==> config.mk <==
export PLATFORM = sky130hd
export DESIGN_NAME = exe_stage_unit_flat
export DESIGN_NICKNAME = d
export VERILOG_FILES = /design/src/rtl/exe_stage_unit_pkg.sv /design/src/rtl/exe_stage_unit_if.sv /design/src/rtl/exe_stage_unit_iter_mul.sv /design/src/rtl/exe_stage_unit.sv /design/src/flat_wrapper.sv
export SDC_FILE = /design/constraint.sdc
export NUM_CORES = 1
export LEC_CHECK = 0
export ABC_AREA = 1
export CAP_MARGIN = 20
export CORE_ASPECT_RATIO = 1.2
export CORE_MARGIN = 1.5
export CORE_UTILIZATION = 54
export DETAILED_ROUTE_END_ITERATION = 12
export PLACE_DENSITY = 0.93
export SLEW_MARGIN = 20
export SYNTH_ARGS = -nofsm -noshare
export SYNTH_HDL_FRONTEND = slang
export SYNTH_SLANG_ARGS = --single-unit
export TNS_END_PERCENT = 50
==> constraint.sdc <==
create_clock -name clk -period 4.15 [get_ports clk]
set_input_delay 0.83 -clock clk [delete_from_list [all_inputs] [get_ports clk]]
set_output_delay 0.83 -clock clk [all_outputs]
set_load 0.02 [all_outputs]
==> src/rtl/exe_stage_unit_pkg.sv <==
// Shared constants, operation codes and multiplier FSM states for the execute stage.
package exe_pkg;

  localparam int DATA_W     = 32;
  localparam int REG_ADDR_W = 5;

  localparam logic [3:0] EXE_ADD = 4'b0000;
  localparam logic [3:0] EXE_SUB = 4'b0010;
  localparam logic [3:0] EXE_AND = 4'b0100;
  localparam logic [3:0] EXE_OR  = 4'b0101;
  localparam logic [3:0] EXE_NOR = 4'b0110;
  localparam logic [3:0] EXE_XOR = 4'b0111;
  localparam logic [3:0] EXE_SLL = 4'b1000;
  localparam logic [3:0] EXE_SRL = 4'b1001;
  localparam logic [3:0] EXE_SRA = 4'b1010;
  localparam logic [3:0] EXE_MUL = 4'b1100;

  typedef enum logic [1:0] {
    IDLE = 2'd0,
    BUSY = 2'd1,
    DONE = 2'd2
  } mul_state_t;

endpackage

==> src/rtl/exe_stage_unit_if.sv <==
// ID/EX inputs, hazard controls and EXE/MEM outputs of the execute stage.
// The master side is the pipeline around the stage; the slave side is the stage itself.
interface exe_stage_unit_if;
  import exe_pkg::*;

  logic [REG_ADDR_W-1:0] Dest_in;
  logic [DATA_W-1:0]     Val1_in;
  logic [DATA_W-1:0]     Val2_in;
  logic [DATA_W-1:0]     Reg2_in;
  logic [DATA_W-1:0]     PC_in;
  logic                  Br_taken_in;
  logic [3:0]            EXE_CMD_in;
  logic                  MEM_R_EN_in;
  logic                  MEM_W_EN_in;
  logic                  WB_EN_in;

  logic                  Flush;
  logic [DATA_W-1:0]     Br_addr;
  logic                  Freeze;
  logic [DATA_W-1:0]     ALU_result;
  logic [DATA_W-1:0]     ST_val;
  logic [REG_ADDR_W-1:0] Dest;
  logic                  MEM_R_EN;
  logic                  MEM_W_EN;
  logic                  WB_EN;

  modport master (
    output Dest_in, Val1_in, Val2_in, Reg2_in, PC_in, Br_taken_in,
           EXE_CMD_in, MEM_R_EN_in, MEM_W_EN_in, WB_EN_in,
    input  Flush, Br_addr, Freeze, ALU_result, ST_val, Dest,
           MEM_R_EN, MEM_W_EN, WB_EN
  );

  modport slave (
    input  Dest_in, Val1_in, Val2_in, Reg2_in, PC_in, Br_taken_in,
           EXE_CMD_in, MEM_R_EN_in, MEM_W_EN_in, WB_EN_in,
    output Flush, Br_addr, Freeze, ALU_result, ST_val, Dest,
           MEM_R_EN, MEM_W_EN, WB_EN
  );

endinterface

==> src/rtl/exe_stage_unit_iter_mul.sv <==
// Iterative shift-add multiplier (low 32 bits), MUL_STEP_BITS multiplier bits per cycle.
// Only compiled when EXE_MUL_EN is defined.
`ifdef EXE_MUL_EN
module exe_iter_mul
  import exe_pkg::*;
#(
  parameter int MUL_STEP_BITS = 4
) (
  input  logic              clk,
  input  logic              rst,
  input  logic              i_start,
  input  logic [DATA_W-1:0] i_mcand,
  input  logic [DATA_W-1:0] i_mplier,
  output logic              o_idle,
  output logic              o_busy,
  output logic              o_done,
  output logic [DATA_W-1:0] o_product
);

  localparam int         N_MUL     = DATA_W / MUL_STEP_BITS;
  localparam logic [5:0] LAST_STEP = 6'(N_MUL - 1);

  mul_state_t        r_state;
  mul_state_t        w_nextState;
  logic [5:0]        r_count;
  logic [DATA_W-1:0] r_acc;
  logic [DATA_W-1:0] r_mcand;
  logic [DATA_W-1:0] r_mplier;
  logic [DATA_W-1:0] w_partial;

  always_ff @(posedge clk) begin
    if (rst) r_state <= IDLE;
    else     r_state <= w_nextState;
  end

  always_comb begin
    w_nextState = r_state;
    case (r_state)
      IDLE:    if (i_start) w_nextState = BUSY;
      BUSY:    if (r_count == LAST_STEP) w_nextState = DONE;
      DONE:    w_nextState = IDLE;
      default: w_nextState = IDLE;
    endcase
  end

  // Partial product of the current multiplicand with the low step of the multiplier.
  always_comb begin
    w_partial = '0;
    for (int j = 0; j < MUL_STEP_BITS; j++) begin
      if (r_mplier[j]) w_partial = w_partial + (r_mcand << j);
    end
  end

  always_ff @(posedge clk) begin
    if (rst) begin
      r_acc    <= '0;
      r_count  <= '0;
      r_mcand  <= '0;
      r_mplier <= '0;
    end else if (r_state == IDLE && i_start) begin
      r_acc    <= '0;
      r_count  <= '0;
      r_mcand  <= i_mcand;
      r_mplier <= i_mplier;
    end else if (r_state == BUSY) begin
      r_acc    <= r_acc + w_partial;
      r_mcand  <= r_mcand << MUL_STEP_BITS;
      r_mplier <= r_mplier >> MUL_STEP_BITS;
      r_count  <= r_count + 6'd1;
    end
  end

  assign o_idle    = (r_state == IDLE);
  assign o_busy    = (r_state == BUSY);
  assign o_done    = (r_state == DONE);
  assign o_product = r_acc;

endmodule
`endif

==> src/rtl/exe_stage_unit.sv <==
// MIPS execute stage: ALU, branch target, Flush/Freeze and the EXE/MEM register.
// Define EXE_MUL_EN to build in the iterative multiplier that freezes the front end.
module exe_stage_unit
  import exe_pkg::*;
#(
  parameter int MUL_STEP_BITS = 4
) (
  input  logic         clk,
  input  logic         rst,
  exe_stage_unit_if.slave bus
);

  if (!(MUL_STEP_BITS == 1 || MUL_STEP_BITS == 2 ||
        MUL_STEP_BITS == 4 || MUL_STEP_BITS == 8)) begin : g_badStep
    $error("exe_stage_unit: MUL_STEP_BITS must be 1, 2, 4 or 8");
  end

  logic [DATA_W-1:0]     w_aluResult;
  logic [4:0]            w_shamt;
  logic                  w_mulIdle;
  logic                  w_mulBusy;
  logic                  w_mulDone;
  logic                  w_mulStart;
  logic [DATA_W-1:0]     w_product;

  logic [DATA_W-1:0]     r_aluResult;
  logic [DATA_W-1:0]     r_stVal;
  logic [REG_ADDR_W-1:0] r_dest;
  logic                  r_memREn;
  logic                  r_memWEn;
  logic                  r_wbEn;

  assign w_shamt = bus.Val2_in[4:0];

  // Unknown codes, and MUL itself, fall through to ADD.
  always_comb begin
    w_aluResult = bus.Val1_in + bus.Val2_in;
    case (bus.EXE_CMD_in)
      EXE_SUB: w_aluResult = bus.Val1_in - bus.Val2_in;
      EXE_AND: w_aluResult = bus.Val1_in & bus.Val2_in;
      EXE_OR:  w_aluResult = bus.Val1_in | bus.Val2_in;
      EXE_NOR: w_aluResult = ~(bus.Val1_in | bus.Val2_in);
      EXE_XOR: w_aluResult = bus.Val1_in ^ bus.Val2_in;
      EXE_SLL: w_aluResult = bus.Val1_in << w_shamt;
      EXE_SRL: w_aluResult = bus.Val1_in >> w_shamt;
      EXE_SRA: w_aluResult = $signed(bus.Val1_in) >>> w_shamt;
      default: w_aluResult = bus.Val1_in + bus.Val2_in;
    endcase
  end

`ifdef EXE_MUL_EN
  assign w_mulStart = w_mulIdle && (bus.EXE_CMD_in == EXE_MUL);

  exe_iter_mul #(
    .MUL_STEP_BITS (MUL_STEP_BITS)
  ) u_mul (
    .clk       (clk),
    .rst       (rst),
    .i_start   (w_mulStart),
    .i_mcand   (bus.Val1_in),
    .i_mplier  (bus.Val2_in),
    .o_idle    (w_mulIdle),
    .o_busy    (w_mulBusy),
    .o_done    (w_mulDone),
    .o_product (w_product)
  );
`else
  assign w_mulStart = 1'b0;
  assign w_mulIdle  = 1'b1;
  assign w_mulBusy  = 1'b0;
  assign w_mulDone  = 1'b0;
  assign w_product  = '0;
`endif

  assign bus.Freeze  = !rst && (w_mulStart || w_mulBusy);
  assign bus.Flush   = !rst && bus.Br_taken_in && w_mulIdle;
  assign bus.Br_addr = bus.PC_in + (bus.Val2_in << 2);

  // A multiply holds a bubble in EXE/MEM until its DONE cycle writes the product.
  always_ff @(posedge clk) begin
    if (rst) begin
      r_aluResult <= '0;
      r_stVal     <= '0;
      r_dest      <= '0;
      r_memREn    <= 1'b0;
      r_memWEn    <= 1'b0;
      r_wbEn      <= 1'b0;
    end else if (w_mulDone) begin
      r_aluResult <= w_product;
      r_stVal     <= bus.Reg2_in;
      r_dest      <= bus.Dest_in;
      r_memREn    <= bus.MEM_R_EN_in;
      r_memWEn    <= bus.MEM_W_EN_in;
      r_wbEn      <= bus.WB_EN_in;
    end else if (w_mulStart || w_mulBusy) begin
      r_aluResult <= '0;
      r_stVal     <= '0;
      r_dest      <= '0;
      r_memREn    <= 1'b0;
      r_memWEn    <= 1'b0;
      r_wbEn      <= 1'b0;
    end else begin
      r_aluResult <= w_aluResult;
      r_stVal     <= bus.Reg2_in;
      r_dest      <= bus.Dest_in;
      r_memREn    <= bus.MEM_R_EN_in;
      r_memWEn    <= bus.MEM_W_EN_in;
      r_wbEn      <= bus.WB_EN_in;
    end
  end

  assign bus.ALU_result = r_aluResult;
  assign bus.ST_val     = r_stVal;
  assign bus.Dest       = r_dest;
  assign bus.MEM_R_EN   = r_memREn;
  assign bus.MEM_W_EN   = r_memWEn;
  assign bus.WB_EN      = r_wbEn;

endmodule

==> src/flat_wrapper.sv <==
// flat-port wrapper written by rule: the top's interface ports become plain ports
module exe_stage_unit_flat import exe_pkg::*;
#(
  parameter int MUL_STEP_BITS = 4
)
  (clk, rst, bus_Dest_in, bus_Val1_in, bus_Val2_in, bus_Reg2_in, bus_PC_in, bus_Br_taken_in, bus_EXE_CMD_in, bus_MEM_R_EN_in, bus_MEM_W_EN_in, bus_WB_EN_in, bus_Flush, bus_Br_addr, bus_Freeze, bus_ALU_result, bus_ST_val, bus_Dest, bus_MEM_R_EN, bus_MEM_W_EN, bus_WB_EN);
  exe_stage_unit_if bus_i ();
  input  logic clk;
  input  logic rst;
  input wire logic [$bits(bus_i.Dest_in)-1:0] bus_Dest_in;
  input wire logic [$bits(bus_i.Val1_in)-1:0] bus_Val1_in;
  input wire logic [$bits(bus_i.Val2_in)-1:0] bus_Val2_in;
  input wire logic [$bits(bus_i.Reg2_in)-1:0] bus_Reg2_in;
  input wire logic [$bits(bus_i.PC_in)-1:0] bus_PC_in;
  input wire logic [$bits(bus_i.Br_taken_in)-1:0] bus_Br_taken_in;
  input wire logic [$bits(bus_i.EXE_CMD_in)-1:0] bus_EXE_CMD_in;
  input wire logic [$bits(bus_i.MEM_R_EN_in)-1:0] bus_MEM_R_EN_in;
  input wire logic [$bits(bus_i.MEM_W_EN_in)-1:0] bus_MEM_W_EN_in;
  input wire logic [$bits(bus_i.WB_EN_in)-1:0] bus_WB_EN_in;
  output wire logic [$bits(bus_i.Flush)-1:0] bus_Flush;
  output wire logic [$bits(bus_i.Br_addr)-1:0] bus_Br_addr;
  output wire logic [$bits(bus_i.Freeze)-1:0] bus_Freeze;
  output wire logic [$bits(bus_i.ALU_result)-1:0] bus_ALU_result;
  output wire logic [$bits(bus_i.ST_val)-1:0] bus_ST_val;
  output wire logic [$bits(bus_i.Dest)-1:0] bus_Dest;
  output wire logic [$bits(bus_i.MEM_R_EN)-1:0] bus_MEM_R_EN;
  output wire logic [$bits(bus_i.MEM_W_EN)-1:0] bus_MEM_W_EN;
  output wire logic [$bits(bus_i.WB_EN)-1:0] bus_WB_EN;
  assign bus_i.Dest_in = bus_Dest_in;
  assign bus_i.Val1_in = bus_Val1_in;
  assign bus_i.Val2_in = bus_Val2_in;
  assign bus_i.Reg2_in = bus_Reg2_in;
  assign bus_i.PC_in = bus_PC_in;
  assign bus_i.Br_taken_in = bus_Br_taken_in;
  assign bus_i.EXE_CMD_in = bus_EXE_CMD_in;
  assign bus_i.MEM_R_EN_in = bus_MEM_R_EN_in;
  assign bus_i.MEM_W_EN_in = bus_MEM_W_EN_in;
  assign bus_i.WB_EN_in = bus_WB_EN_in;
  assign bus_Flush = bus_i.Flush;
  assign bus_Br_addr = bus_i.Br_addr;
  assign bus_Freeze = bus_i.Freeze;
  assign bus_ALU_result = bus_i.ALU_result;
  assign bus_ST_val = bus_i.ST_val;
  assign bus_Dest = bus_i.Dest;
  assign bus_MEM_R_EN = bus_i.MEM_R_EN;
  assign bus_MEM_W_EN = bus_i.MEM_W_EN;
  assign bus_WB_EN = bus_i.WB_EN;
  exe_stage_unit #(.MUL_STEP_BITS(MUL_STEP_BITS)) u_core (.clk(clk), .rst(rst), .bus(bus_i));
endmodule
==> metrics.md <==
| Metric | Value |
|---|---|
| Status | finished clean |
| Final critical-path share of the clock period | between 90 and 100% |
| Core area | 22450 sq um |
| Iter 0 DRT Violations | 2139 |
| WL met2 | about 23000 um |
| Synth Register Bits | 72 |
| DIE AREA | 23850 sq um |
| Die height | ~170 um |
| Total wire length | 54150 um |
| Synthesized area | 12380 sq um |
| DRT antenna net count | 0 |
| Post-synth ARST share | 0% |
| Dpl ws | -0.2953 ns |
| GRT Total Usage | approximately 45% |
| Unrepaired setup endpoints after global routing | yes |
| Synth top area cells | nand2_1, nand3_1, ha_1, dfxtp_1, inv_1 |
| Global-route wire length before repair | 83140 um |
| Grt total ovfl | 0 |
| Worst endpoint data arrival time | 3.19 ns |
| Clock Path Buffers | 2 |
| Most used flip-flop cell after synthesis | dfxtp_1 |
| Final worst-path setup slack | 0.1261 ns |
| Final hold viol count | 0 |
| Core Util, Final | 72.34% |
| Synth Instances | between 2000 and 2500 |
| Commonest non-fill, non-tap cell in the layout | nand2_1 |
| Worst IR Drop VDD | 201.5 uV |
| Mapped Nets | 2529 |
| Leak | a little under 9 nW |
| FMAX | 0.2485 GHz |
| CTS tree | yes |
| DRC | 0 |
| Slew Limit Fails | 0 |
| Share of cells above drive strength 1 | 9.595% |
| Initial core utilization | 55.16% |
| Kind of critical path | in2out |
| Post-CTS Hold Fix Bufs | 0 |
| Area growth from synthesis to final layout | 31.14% |
| Leading area contributor after synthesis | nand2_1 |
| Final setup fails | 0 |
| Minimum clock period | 4.024 ns |
| Largest net degree at the start of global routing | 68 |
| Routability cong. | 1.050 |
| Fin nets | 2861 |
| Most frequent cells in the layout | nand2_1, nand3_1, inv_1, clkdlybuf4s50_1, nor2_1 |
| Per-cell routed wire length | 18.84 um |
| Maximum fanout along the worst path | 3 |
| # diodes | 0 |
| EDFF count, synth | 0 |
| Initial antenna violation count | 0 |
| Critical path required time | 3.32 ns |
| Startpoint Class | input pin |
| Root Buffer | clkbuf_16 |
| Row count | 60 |
| Met3 routed WL | 6564 um |
| Synth Warn # | 0 |
| Uppermost routed layer | met4 |
| Power per cell area | 233.5 nW/um^2 |
| Wl on met1 | 19250 um |
| I/O Buffers | around 240 |
| # Post-CTS Setup Buffers | 0 |
| Endpoint class of the critical path | primary output |
| H-tree lvl count | 3 |
| First-pass DRT Iterations | 7 |
| Tightest Hold Check Type | in2reg |
| Maxcap violations | 0 |
| DR vias/cell | 5.907 |
| Avg Cell Area, Syn | 5.484 sq um |
| Top cell type's share of synthesized area | 21.86% |
| Vias in the first global route | approximately 16000 |
| Synth unique cells | 51 |
| Via count | 16977 |
| CTS Sinks | 72 |
| Worst Tran Pin Value | between 0.6 and 0.7 ns |
| Ports | 249 |
| Max_slew headroom | 53.38% |
| Die Width | 141.2 um |
| Sequential fraction of the synthesis area | 11.64% |
| CTS clk-pin slew, worst paths | 0.06 ns |
| Total CTS buffers | 9 |
| Detailed placement HPWL | 43040 um |
[critical path: stages]
cell and delay (ns):
clkdlybuf4s50_1 0.52, ha_1 0.18, inv_1 0.05, fa_1 0.40, o21ai_2 0.20, buf_4 0.16, nand3_1 0.07, nand3_1 0.19
a21oi_1 0.11, xnor2_1 0.15, clkdlybuf4s15_1 0.32
[flip-flops by register name (all words and copies together) (netlist names)]
name                   count
u_core.bus.Dest            5
u_core.bus.ALU_result     32
u_core.bus.ST_val         32
u_core.bus.MEM_W_EN        1
u_core.bus.MEM_R_EN        1
u_core.bus.WB_EN           1
[per-layer routing]
metal,vias to the layer above,global-route usage (%)
met4,0,38.41
met5,-,0
met2,1271,70.25
met3,319,11.34
li1,7942,-
met1,7445,49.99
[Yosys cell counts, types with 2 or more instances]
cell type  instances
a211oi_1           9
buf_2             39
nor2_4             3
fa_1               2
o21ai_1           17
a31oi_1           11
nand3_2            3
o211ai_1          20
o31ai_1            2
xor2_1            51
o21ai_0           61
o21a_1             3
or2_2              5
o21bai_1          13
nand2_2            4
a221oi_1           6
and2_1             7
buf_4              6
nor2_1           194
nand4_1           20
nand3b_1           4
o2111ai_1          4
ha_1             126
nand3_1          359
buf_1             13
nor2_2             3
buf_6              6
dfxtp_1           72
xnor2_1           12
clkbuf_1          20
a21oi_1           93
inv_1            296
nor4_1             2
a21o_1             2
nand2_1          721
nor3_1            17
inv_2             18
[cells by family (layout without fill, tap and decap cells)]
kind of cell,after synthesis,count (layout),synth area share [%]
simple gates,1347,1347,46.15
buf+inv,400,737,13.12
compound gates,247,247,11.55
fa+ha+maj,128,128,13.06
flops,72,72,11.64
xor+xnor,63,63,4.456
other cells,1,1,0.03029
[worst paths after layout]
path            from                   end  slack (ns)  cells past startpoint
min   bus_Reg2_in[1]  u_core.bus.ST_val[1]         1.0                      3
max   bus_Val2_in[0]       bus_Br_addr[30]        0.13                     11
[metrics by stage]
stage / TNS [ns] / power, mW / hold slack [ns] / cells / instance area, sq um
final: 0 / 3.792 / 0.9965 / 2874 / 16240
after global routing: -0.07372 / 3.985 / 1.013 / 2874 / 16240
after floorplan: 0 / 2.018 / 0.9370 / 2258 / 12380
after detailed placement: -3.236 / 2.985 / 1.355 / 2858 / 15940
after global placement: -1.408 / 2.945 / 1.349 / 2858 / 15940
after CTS: -0.03135 / 3.724 / 0.9972 / 2874 / 16210
[layout make-up]
cell class                      count  area [sq um]
Tap cell                          279         349.1
Clock inverter                      7         60.06
Inverter                          316          1192
Timing Repair Buffer              405          3596
Sequential cell                    72          1441
Multi-Input combinational cell   1786          9374
Clock buffer                        9         225.2
Fill cell                        1967          6208
[what timing repair did]
item / CTS / global route
gates resized for setup: 20 / 42
pin swaps: 1 / 4
setup endpoints to repair: 19 / 28
[power by group]
part           switching (mW)  internal, mW  leakage, nW  total (mW)
sequential             0.0171         0.755        0.599       0.772
clock                   0.344         0.415        0.131       0.760
combinational            1.37         0.888         8.02        2.26
total                    1.73          2.06         8.76        3.79
Power figures use the tool's default switching activity.
